--- config.mk ---
export PLATFORM = sky130hd
export DESIGN_NAME = alarm_time_setter
export DESIGN_NICKNAME = d
export VERILOG_FILES = /design/src/rtl/alarm_set_pkg.sv /design/src/rtl/btn_repeat.sv /design/src/rtl/alarm_time_setter.sv
export SDC_FILE = /design/constraint.sdc
export NUM_CORES = 1
export LEC_CHECK = 0
export BUFFER_PORTS_ARGS = -buffer_cell sky130_fd_sc_hd__buf_2
export CAP_MARGIN = 20
export CORE_ASPECT_RATIO = 1.2
export CORE_UTILIZATION = 51
export CTS_CLUSTER_DIAMETER = 100
export DETAILED_ROUTE_END_ITERATION = 8
export PLACE_DENSITY = 0.87
export RECOVER_POWER = 50
export SETUP_SLACK_MARGIN = 0.5
export SLEW_MARGIN = 20
export SYNTH_ARGS = -nofsm -noshare
export SYNTH_HDL_FRONTEND = slang
export SYNTH_HIERARCHICAL = 1
export SYNTH_SLANG_ARGS = --single-unit
--- constraint.sdc ---
create_clock -name clk -period 2.5 [get_ports clk]
set_input_delay 0.25 -clock clk [delete_from_list [all_inputs] [get_ports clk]]
set_output_delay 0.25 -clock clk [all_outputs]
set_load 0.01 [all_outputs]
--- src/rtl/alarm_set_pkg.sv ---
// Shared types and BCD helpers for the front-panel alarm/time entry controller.
// Working values are kept as packed BCD digit pairs: hours {tens[1:0],units[3:0]}, minutes {tens[2:0],units[3:0]}.
package alarm_set_pkg;

  typedef enum logic [1:0] {
    IDLE   = 2'd0,
    EDIT_H = 2'd1,
    EDIT_M = 2'd2,
    COMMIT = 2'd3
  } state_t;

  typedef enum logic [1:0] {
    FIELD_NONE  = 2'd0,
    FIELD_HOURS = 2'd1,
    FIELD_MINS  = 2'd2
  } field_t;

  localparam logic [7:0] HOUR_MAX_BCD = 8'h23;
  localparam logic [6:0] MIN_MAX_BCD  = 7'h59;

  // Anything at or beyond the top value (including junk seeds like 25 or 61) wraps to 00.
  function automatic logic [5:0] next_hours(input logic [5:0] h);
    if ({2'b00, h} >= HOUR_MAX_BCD) return 6'h00;
    if (h[3:0] >= 4'd9)             return {h[5:4] + 2'd1, 4'd0};
    return {h[5:4], h[3:0] + 4'd1};
  endfunction

  function automatic logic [6:0] next_minutes(input logic [6:0] m);
    if (m >= MIN_MAX_BCD) return 7'h00;
    if (m[3:0] >= 4'd9)   return {m[6:4] + 3'd1, 4'd0};
    return {m[6:4], m[3:0] + 4'd1};
  endfunction

endpackage

--- src/rtl/btn_repeat.sv ---
// Rising-edge detector with hold-to-repeat: 'rise' on the press, then 'step' after REPEAT_DLY
// cycles held and every REPEAT_RATE cycles after that until release.
module btn_repeat #(
  parameter int REPEAT_DLY  = 50,
  parameter int REPEAT_RATE = 10
) (
  input  logic clk,
  input  logic reset_n,
  input  logic level,
  output logic rise,
  output logic step
);

  localparam int CMAX = (REPEAT_DLY > REPEAT_RATE) ? REPEAT_DLY : REPEAT_RATE;
  localparam int CW   = $clog2(CMAX + 1);
  localparam logic [CW-1:0] DLY_C  = CW'(REPEAT_DLY);
  localparam logic [CW-1:0] RATE_C = CW'(REPEAT_RATE);
  localparam logic [CW-1:0] ONE_C  = CW'(1);

  logic          prev;
  logic          armed;
  logic          held;
  logic          repeating;
  logic [CW-1:0] cnt;

  // 'armed' masks the first cycle after reset so a button already down gives no edge.
  assign rise = level & ~prev & armed;
  assign step = held & level & (cnt == (repeating ? RATE_C : DLY_C));

  // NOTE: sequential state uses non-blocking assignments so every register samples pre-edge values.
  always_ff @(posedge clk or negedge reset_n) begin
    if (!reset_n) begin
      prev      <= 1'b0;
      armed     <= 1'b0;
      held      <= 1'b0;
      repeating <= 1'b0;
      cnt       <= '0;
    end else begin
      prev  <= level;
      armed <= 1'b1;
      if (rise) begin
        held      <= 1'b1;
        repeating <= 1'b0;
        cnt       <= ONE_C;
      end else if (!level) begin
        held      <= 1'b0;
        repeating <= 1'b0;
        cnt       <= '0;
      end else if (held) begin
        if (step) begin
          repeating <= 1'b1;
          cnt       <= ONE_C;
        end else begin
          cnt <= cnt + ONE_C;
        end
      end
    end
  end

endmodule

--- src/rtl/alarm_time_setter.sv ---
// Button-driven HH:MM edit session seeded from the running clock, ending in one load strobe
// to either the time or the alarm register of alarm_clock.
module alarm_time_setter
  import alarm_set_pkg::*;
#(
  parameter int LD_HOLD     = 1,
  parameter int REPEAT_DLY  = 50,
  parameter int REPEAT_RATE = 10,
  parameter int IDLE_TMO    = 1000
) (
  input  logic       clk,
  input  logic       reset_n,
  input  logic       btn_mode,
  input  logic       btn_inc,
  input  logic       btn_cancel,
  input  logic       sel_alarm,
  input  logic [1:0] cur_H1,
  input  logic [3:0] cur_H0,
  input  logic [2:0] cur_M1,
  input  logic [3:0] cur_M0,
  output logic [1:0] H_in1,
  output logic [3:0] H_in0,
  output logic [2:0] M_in1,
  output logic [3:0] M_in0,
  output logic       LD_time,
  output logic       LD_alarm,
  output logic       editing,
  output logic [1:0] field
);

  localparam int TW = $clog2(IDLE_TMO + 1);
  localparam int HW = $clog2(LD_HOLD + 1);
  localparam logic [TW-1:0] TMO_LAST  = TW'(IDLE_TMO - 1);
  localparam logic [HW-1:0] HOLD_LAST = HW'(LD_HOLD - 1);

  state_t        state, state_nx;
  logic          mode_prev, cancel_prev, armed;
  logic          mode_rise, cancel_rise, inc_rise, inc_step;
  logic          do_inc, activity, in_edit, timeout, hold_done;
  logic          tgt;
  logic [TW-1:0] tmo_cnt;
  logic [HW-1:0] hold_cnt;

  btn_repeat #(
    .REPEAT_DLY (REPEAT_DLY),
    .REPEAT_RATE(REPEAT_RATE)
  ) u_inc (
    .clk    (clk),
    .reset_n(reset_n),
    .level  (btn_inc),
    .rise   (inc_rise),
    .step   (inc_step)
  );

  assign mode_rise   = btn_mode & ~mode_prev & armed;
  assign cancel_rise = btn_cancel & ~cancel_prev & armed;
  assign activity    = mode_rise | cancel_rise | inc_rise | inc_step;
  assign in_edit     = (state == EDIT_H) || (state == EDIT_M);
  assign timeout     = in_edit & ~activity & (tmo_cnt == TMO_LAST);
  assign hold_done   = (hold_cnt == HOLD_LAST);
  // cancel > mode > inc: an increment landing with either other edge is discarded.
  assign do_inc      = (inc_rise | inc_step) & ~mode_rise & ~cancel_rise;

  always_ff @(posedge clk or negedge reset_n) begin
    if (!reset_n) begin
      state       <= IDLE;
      mode_prev   <= 1'b0;
      cancel_prev <= 1'b0;
      armed       <= 1'b0;
      tmo_cnt     <= '0;
      hold_cnt    <= '0;
    end else begin
      state       <= state_nx;
      mode_prev   <= btn_mode;
      cancel_prev <= btn_cancel;
      armed       <= 1'b1;
      tmo_cnt     <= (!in_edit || activity) ? '0 : tmo_cnt + TW'(1);
      hold_cnt    <= (state != COMMIT) ? '0 : hold_cnt + HW'(1);
    end
  end

  always_comb begin
    state_nx = state;
    case (state)
      IDLE:    if (mode_rise) state_nx = EDIT_H;
      EDIT_H:  if (cancel_rise || timeout) state_nx = IDLE;
               else if (mode_rise)         state_nx = EDIT_M;
      EDIT_M:  if (cancel_rise || timeout) state_nx = IDLE;
               else if (mode_rise)         state_nx = COMMIT;
      COMMIT:  if (hold_done) state_nx = IDLE;
      default: state_nx = IDLE;
    endcase
  end

  // Working digits are held after the session so alarm_clock sees stable values around the strobe.
  always_ff @(posedge clk or negedge reset_n) begin
    if (!reset_n) begin
      H_in1 <= '0;
      H_in0 <= '0;
      M_in1 <= '0;
      M_in0 <= '0;
      tgt   <= 1'b0;
    end else if (state == IDLE && mode_rise) begin
      H_in1 <= cur_H1;
      H_in0 <= cur_H0;
      M_in1 <= cur_M1;
      M_in0 <= cur_M0;
      tgt   <= sel_alarm;
    end else if (state == EDIT_H && do_inc) begin
      {H_in1, H_in0} <= next_hours({H_in1, H_in0});
    end else if (state == EDIT_M && do_inc) begin
      {M_in1, M_in0} <= next_minutes({M_in1, M_in0});
    end
  end

  // NOTE: every output gets a default before the case so no path infers a latch.
  always_comb begin
    editing  = 1'b0;
    field    = FIELD_NONE;
    LD_time  = 1'b0;
    LD_alarm = 1'b0;
    case (state)
      EDIT_H: begin
        editing = 1'b1;
        field   = FIELD_HOURS;
      end
      EDIT_M: begin
        editing = 1'b1;
        field   = FIELD_MINS;
      end
      COMMIT: begin
        editing  = 1'b1;
        LD_time  = ~tgt;
        LD_alarm = tgt;
      end
      default: ;
    endcase
  end

endmodule

==> run metrics, run 1 <==
status=complete, no violations; first-pass GRT wire length=9420 um; crit-path max FO=6; RSZ-0062 raised after global routing=yes; worst r2r dst=M_in0[2]$_DFFE_PN0P_; H-Tree Depth=2; Hold-fix buffers, CTS=0; number of DRC markers in iteration 0=roughly 130; CP arrival=around 2400 ps; gr busiest metal=met2; largest family of logic cells by synthesized area=simple AND/OR/NAND/NOR gates; Syn Nets=between 200 and 300; fraction of registers with async set/reset=1.00; Post-Synth Simple-Gate Area=0.217; crit-path cells=nand4bb_4, a211oi_4, and3_4, nor2_4, nor3b_2, buf_4, a21oi_4, o21bai_1, a221o_1; CTS tree=yes; worst skew pair latency=about 300 ps; dpl ws=226 ps; combinational power share=0.446; fraction of the cycle the final worst path needs=0.895; Synth Area per Inst=~10 sq um; synthesized area=about 2400 sq um; leading post-synthesis cells by cell area=dfrtp_1 41%, ha_1 9.2%, nor2_1 3.2%; # IOs=37; CP bufs+invs=1; cell taking the most area after synthesis=dfrtp_1; number of global-route vias before repair=2086; Main synth FF type=dfrtp_1; clk slew on worst S/H paths=roughly 80 ps; Clock Tree Root=clkbuf_8; final clock skew=~4.7 ps; Avg WL per Cell=between 15 and 20 um; Detailed Route WL=just over 6000 um; Routed Antenna Nets=0; # rows=27; Least-Margin Pin Slew=906 ps; minimum clock period=2240 ps; Crit Path Class=flip-flop to flip-flop; Pint=~1.5 mW; cell family with most CP delay=compound AO/OA/AOI/OAI gates; Die Wd=around 65 um; antenna cells=0; Worst Setup EP=M_in0[2]$_DFFE_PN0P_; Max Cap Viol=0; Req. time, crit path=2680 ps; Setup crit start kind=flip-flop; DIE HEIGHT=77.7 um; Yosys warning count=6; post-synthesis xor/xnor area fraction=0.0359; GR Util met3=0.0426; Hold WC Path Type=input pin to asynchronous set/reset pin; I/O Buffers=36; largest net degree at the start of global routing=41; PD cells=approximately 850 nW/um^2; final slew viol count=0; core area=~4600 sq um; Static Leak=roughly 1.4 nW; number of detailed-route iterations in the first pass=4; Worst Setup End Kind=flip-flop; Max-slew headroom=0.396; # nets final=340; post-synth cell types=60; Final Wtd Congestion=0.855; Slowest cell on crit path=dfrtp_2; Fmax achieved=about 450 MHz; Synth top area share=0.411; Commonest cells post-synth=40 x dfrtp_1, 21 x nor2_1, 18 x ha_1; GR Layer Usage met2=0.448; Critical R2R Launch=u_inc/cnt[3]$_DFFE_PN0P_; HPWL Detailed=~3900 um; total vias in the final route=around 2100; die area=5060 sq um; Setup TNS Final=0 ps; TritonCTS Sinks=40; Area Growth Syn to Fin=23.9%; number of synthesized flops with an enable pin=0; Worst VDD drop=479 uV; met1 Resource Use GR=0.277; DRC Markers=0; CTS max path bufs=2; Final Worst Setup Slack=~260 ps; mux share of post-synthesis cell area=0; Util after Layout=0.657; sequential area share after synthesis=0.411; count leader, synth=dfrtp_1; Synth Area in Adders=0.0924; Sw Ratio=0.428; Mapped Cells=approximately 240; Clock power frac=0.161; Crit. path cell count=9; worst reg2reg path depth=9; Synth Register Bits=40; Power Total=2.55 mW; DR vias/cell=a little under 6; initial antenna violation count=0; Initial Util=0.531; final hold violation count=0; GRT Total Usage=0.246; flop2flop setup slack=approximately 260 ps; Compound-Gate Fraction of Synth Area=0.205; grt total ovfl=0; Sw Pwr=about 1.1 mW; CP startpoint=u_inc/cnt[3]$_DFFE_PN0P_; Crit path largest cell delay=~440 ps; layout cells sized above 1=0.297; setup violators final=0; Hold Slack=roughly 60 ps; cts bufs inserted=5; sequential fraction of design power=0.393
area by class of cell:
type                            count  area [sq um]
Clock inverter                      1          5.00
Multi-Input combinational cell    183          1460
Tap cell                           58          72.6
Fill cell                         344          1580
Timing Repair Buffer               59           353
Inverter                           14          52.6
Clock buffer                        6          72.6
Sequential cell                    40          1000
power by group through the flow:
stage / Clock (mW) / Combinational [mW] / Sequential, mW
2_1_floorplan: 0 / 0.690 / 1.01
3_3_place_gp: 0 / 0.989 / 0.994
3_5_place_dp: 0 / 1.03 / 1.01
4_1_cts: 0.411 / 1.09 / 0.998
5_1_grt: 0.444 / 1.27 / 1.02
6_report: 0.410 / 1.14 / 1.00
cell families after synthesis:
kind of cell,count (synthesis)
simple gates,88
compound gates,65
flops,40
buf+inv,18
fa+ha+maj,18
xor+xnor,10
other cells,2
per-stage QoR:
stage	area, sq um	cells
finish	3020	361
global placement	2700	333
floorplan	2460	241
CTS	2950	355
global route	3020	361
detailed placement	2700	333
state kept, by name, summed over array words and instances (netlist names):
| name | flops |
|---|---|
| state | 2 |
| u_inc/repeating | 1 |
| M_in1 | 3 |
| u_inc/cnt | 6 |
| armed | 1 |
| cancel_prev | 1 |
| tgt | 1 |
| M_in0 | 4 |
| u_inc/armed | 1 |
| tmo_cnt | 10 |
| u_inc/held | 1 |
| H_in0 | 4 |
| hold_cnt | 1 |
| mode_prev | 1 |
| u_inc/prev | 1 |
| H_in1 | 2 |
metal layers:
| layer | wire [um] | part of all wire |
|---|---|---|
| met3 | 244 | 0.040 |
| met4 | 109 | 0.018 |
| met5 | 0 | 0 |
| met2 | 3270 | 0.54 |
| met1 | 2450 | 0.40 |
placed cells by master, fill, tap and decap left out, types with 7 or more instances in the layout:
cell / n
dfrtp_1: 38
nand3_1: 7
inv_1: 13
nor2_1: 20
ha_1: 18
clkbuf_1: 7
nand2_1: 16
buf_4: 21
nor2b_1: 7
a21oi_1: 9
o21ai_1: 11
buf_2: 30
worst reg2reg max path, delay by kind of cell (launching register included):
family | cells | cell delay (ps)
simple gates | 4 | 700
compound gates | 4 | 820
flops | 1 | 440
buf+inv | 1 | 160
worst min-delay path by stage:
stage	from	end	depth (start not counted)
2_1_floorplan	reset_n	H_in0[0]$_DFFE_PN0P_	0
3_3_place_gp	btn_cancel	cancel_prev$_DFF_PN0_	1
3_5_place_dp	btn_cancel	cancel_prev$_DFF_PN0_	1
4_1_cts	btn_cancel	cancel_prev$_DFF_PN0_	1
5_1_grt	btn_cancel	cancel_prev$_DFF_PN0_	1
6_report	reset_n	M_in0[0]$_DFFE_PN0P_	1
timing repair:
item                                    4_1_cts  5_1_grt
pin swaps                                    10        7
buffers inserted                             15        6
endpoints found under the setup margin       14       15
gates resized for setup                      16        9
No activity file was read; power rests on OpenSTA's default activity.
==> run 2: changes to the inputs <==
Settings changed: REMOVE_ABC_BUFFERS from default to 1.
==> run metrics, run 2 (synthesized netlist as in run 1, its figures left out) <==
status=complete, no violations; DRC Markers=0; HPWL Detailed=3840 um; antenna cells=0; CTS tree=yes; Setup crit start kind=flip-flop; Avg WL per Cell=approximately 18 um; Die Wd=65.1 um; Max Cap Viol=0; most common cell after layout, fill and taps aside=dfrtp_1; number of global-route vias before repair=between 2000 and 2500; DP Area=approximately 2700 sq um; crit-path max FO=5; number of detailed-route iterations in the first pass=4; DIE HEIGHT=77.7 um; most frequent cells in the layout=37 x dfrtp_1, 31 x buf_2, 20 x nor2_1; H-Tree Depth=2; largest net degree at the start of global routing=41; initial antenna violation count=0; Setup TNS Final=0 ps; clk slew on worst S/H paths=80 ps; Least-Margin Pin Slew=roughly 900 ps; DR vias/cell=approximately 6.1; # nets final=~340; combinational power share=0.452; Worst Setup End Kind=flip-flop; Initial Util=0.531; I/O Buffers=36; Final Wtd Congestion=between 0.8 and 0.9; Hold-fix buffers, CTS=0; final clock skew=11.2 ps; Req. time, crit path=between 2000 and 3000 ps; fraction of the cycle the final worst path needs=0.899; final slew viol count=0; Hold Slack=between 60 and 70 ps; # rows=27; PD cells=approximately 890 nW/um^2; Worst VDD drop=roughly 330 uV; number of DRC markers in iteration 0=around 270; RSZ-0062 raised after global routing=yes; # IOs=37; total vias in the final route=between 2000 and 2500; final hold violation count=0; biggest regs=tmo_cnt (10), u_inc/cnt (6); CTS max path bufs=2; Largest Register=tmo_cnt; Crit Path Class=flip-flop to flip-flop; Sw Pwr=between 1 and 1.5 mW; Hold WC Path Type=input pin to flip-flop; die area=5060 sq um; Detailed Route WL=6510 um; core area=between 4000 and 5000 sq um; first-pass GRT wire length=~10000 um; Static Leak=approximately 1.4 nW; GRT Total Usage=0.257; Fmax achieved=445 MHz; minimum clock period=between 2000 and 2500 ps; sequential fraction of design power=0.374; Finished Cell Area=between 3000 and 4000 sq um; cts bufs inserted=5; Routed Antenna Nets=0; Area Growth Syn to Fin=24.8%; number of flip-flops in the largest register=10; TritonCTS Sinks=40; Final Worst Setup Slack=roughly 250 ps; Pint=about 1.5 mW; CP arrival=around 2400 ps; Max-slew headroom=0.399; setup violators final=0; Clock power frac=0.174; layout cells sized above 1=0.310; Sw Ratio=0.433; grt total ovfl=0; FILL cells=339; worst skew pair latency=about 300 ps; Clock Tree Root=clkbuf_8; dpl ws=about 53 ps
[run 2: cell count changes in the layout (fill, tap and decap cells not counted), moves of 2 or more]
cell and delta:
clkbuf_1 -2, o21ai_1 -3, buf_4 -4, o21ai_2 +3, nor3_2 -2, clkbuf_8 +2
[run 2: path summary, 6_finish.rpt]
| kind | start | to | slack (ps) | cells after the start |
|---|---|---|---|---|
| max in group asynchronous | reset_n | u_inc/cnt[3]$_DFFE_PN0P_ | 1800 | 1 |
| setup reg to reg | u_inc/repeating$_DFFE_PN0P_ | M_in0[3]$_DFFE_PN0P_ | 250 | 9 |
| hold reg to reg | tmo_cnt[0]$_DFF_PN0_ | tmo_cnt[0]$_DFF_PN0_ | 490 | 1 |
| min in group asynchronous | reset_n | M_in0[1]$_DFFE_PN0P_ | 70 | 1 |
| hold / removal | btn_cancel | cancel_prev$_DFF_PN0_ | 60 | 1 |
| setup / recovery | u_inc/repeating$_DFFE_PN0P_ | M_in0[3]$_DFFE_PN0P_ | 250 | 9 |
[run 2: through the flow]
step           instances  utilization  total power [mW]
2_1_floorplan        237            -              1.69
3_3_place_gp         333        0.581              1.98
3_5_place_dp         333        0.581              2.03
4_1_cts              351        0.638              2.57
5_1_grt              358        0.662              2.87
6_report             358        0.662              2.71
[run 2: area by class of cell]
type                       count  area (sq um)  area share
sequential                    40          1000       0.330
timing repair buffer          55           324       0.106
tap                           58          72.6      0.0238
inverter                      14          52.6      0.0173
multi-input combinational    184          1490       0.491
clock buffer                   7          96.3      0.0317
[run 2: timing repair]
item                       in CTS  in global routing
pin swaps                      12                 11
buffers inserted               10                  7
cloned                          1                  0
setup endpoints to repair      15                 25
gates resized for setup        17                 15
[run 2: worst max-delay path: stages (launching register included)]
cell	delay, ps
dfrtp_1	400
nand4bb_4	260
a211oi_4	280
and3_4	240
nor2_4	50
nor3b_4	210
buf_4	150
a21oi_4	70
a21o_1	200
a221o_1	290
[run 2: metal layers]
metal | track usage | vias up | wire, um
li1 | - | 992 | -
met1 | 0.277 | 1075 | 2500
met2 | 0.440 | 90 | 3360
met3 | 0.0691 | 33 | 331
met4 | 0.159 | 0 | 313
met5 | 0 | - | 0
[run 2: power by group through the flow]
stage / Clock [mW] / Sequential [mW] / Combinational (mW)
2_1_floorplan: 0 / 1.01 / 0.675
3_3_place_gp: 0 / 0.996 / 0.985
3_5_place_dp: 0 / 1.01 / 1.02
4_1_cts: 0.477 / 0.998 / 1.09
5_1_grt: 0.504 / 1.04 / 1.33
6_report: 0.471 / 1.01 / 1.23
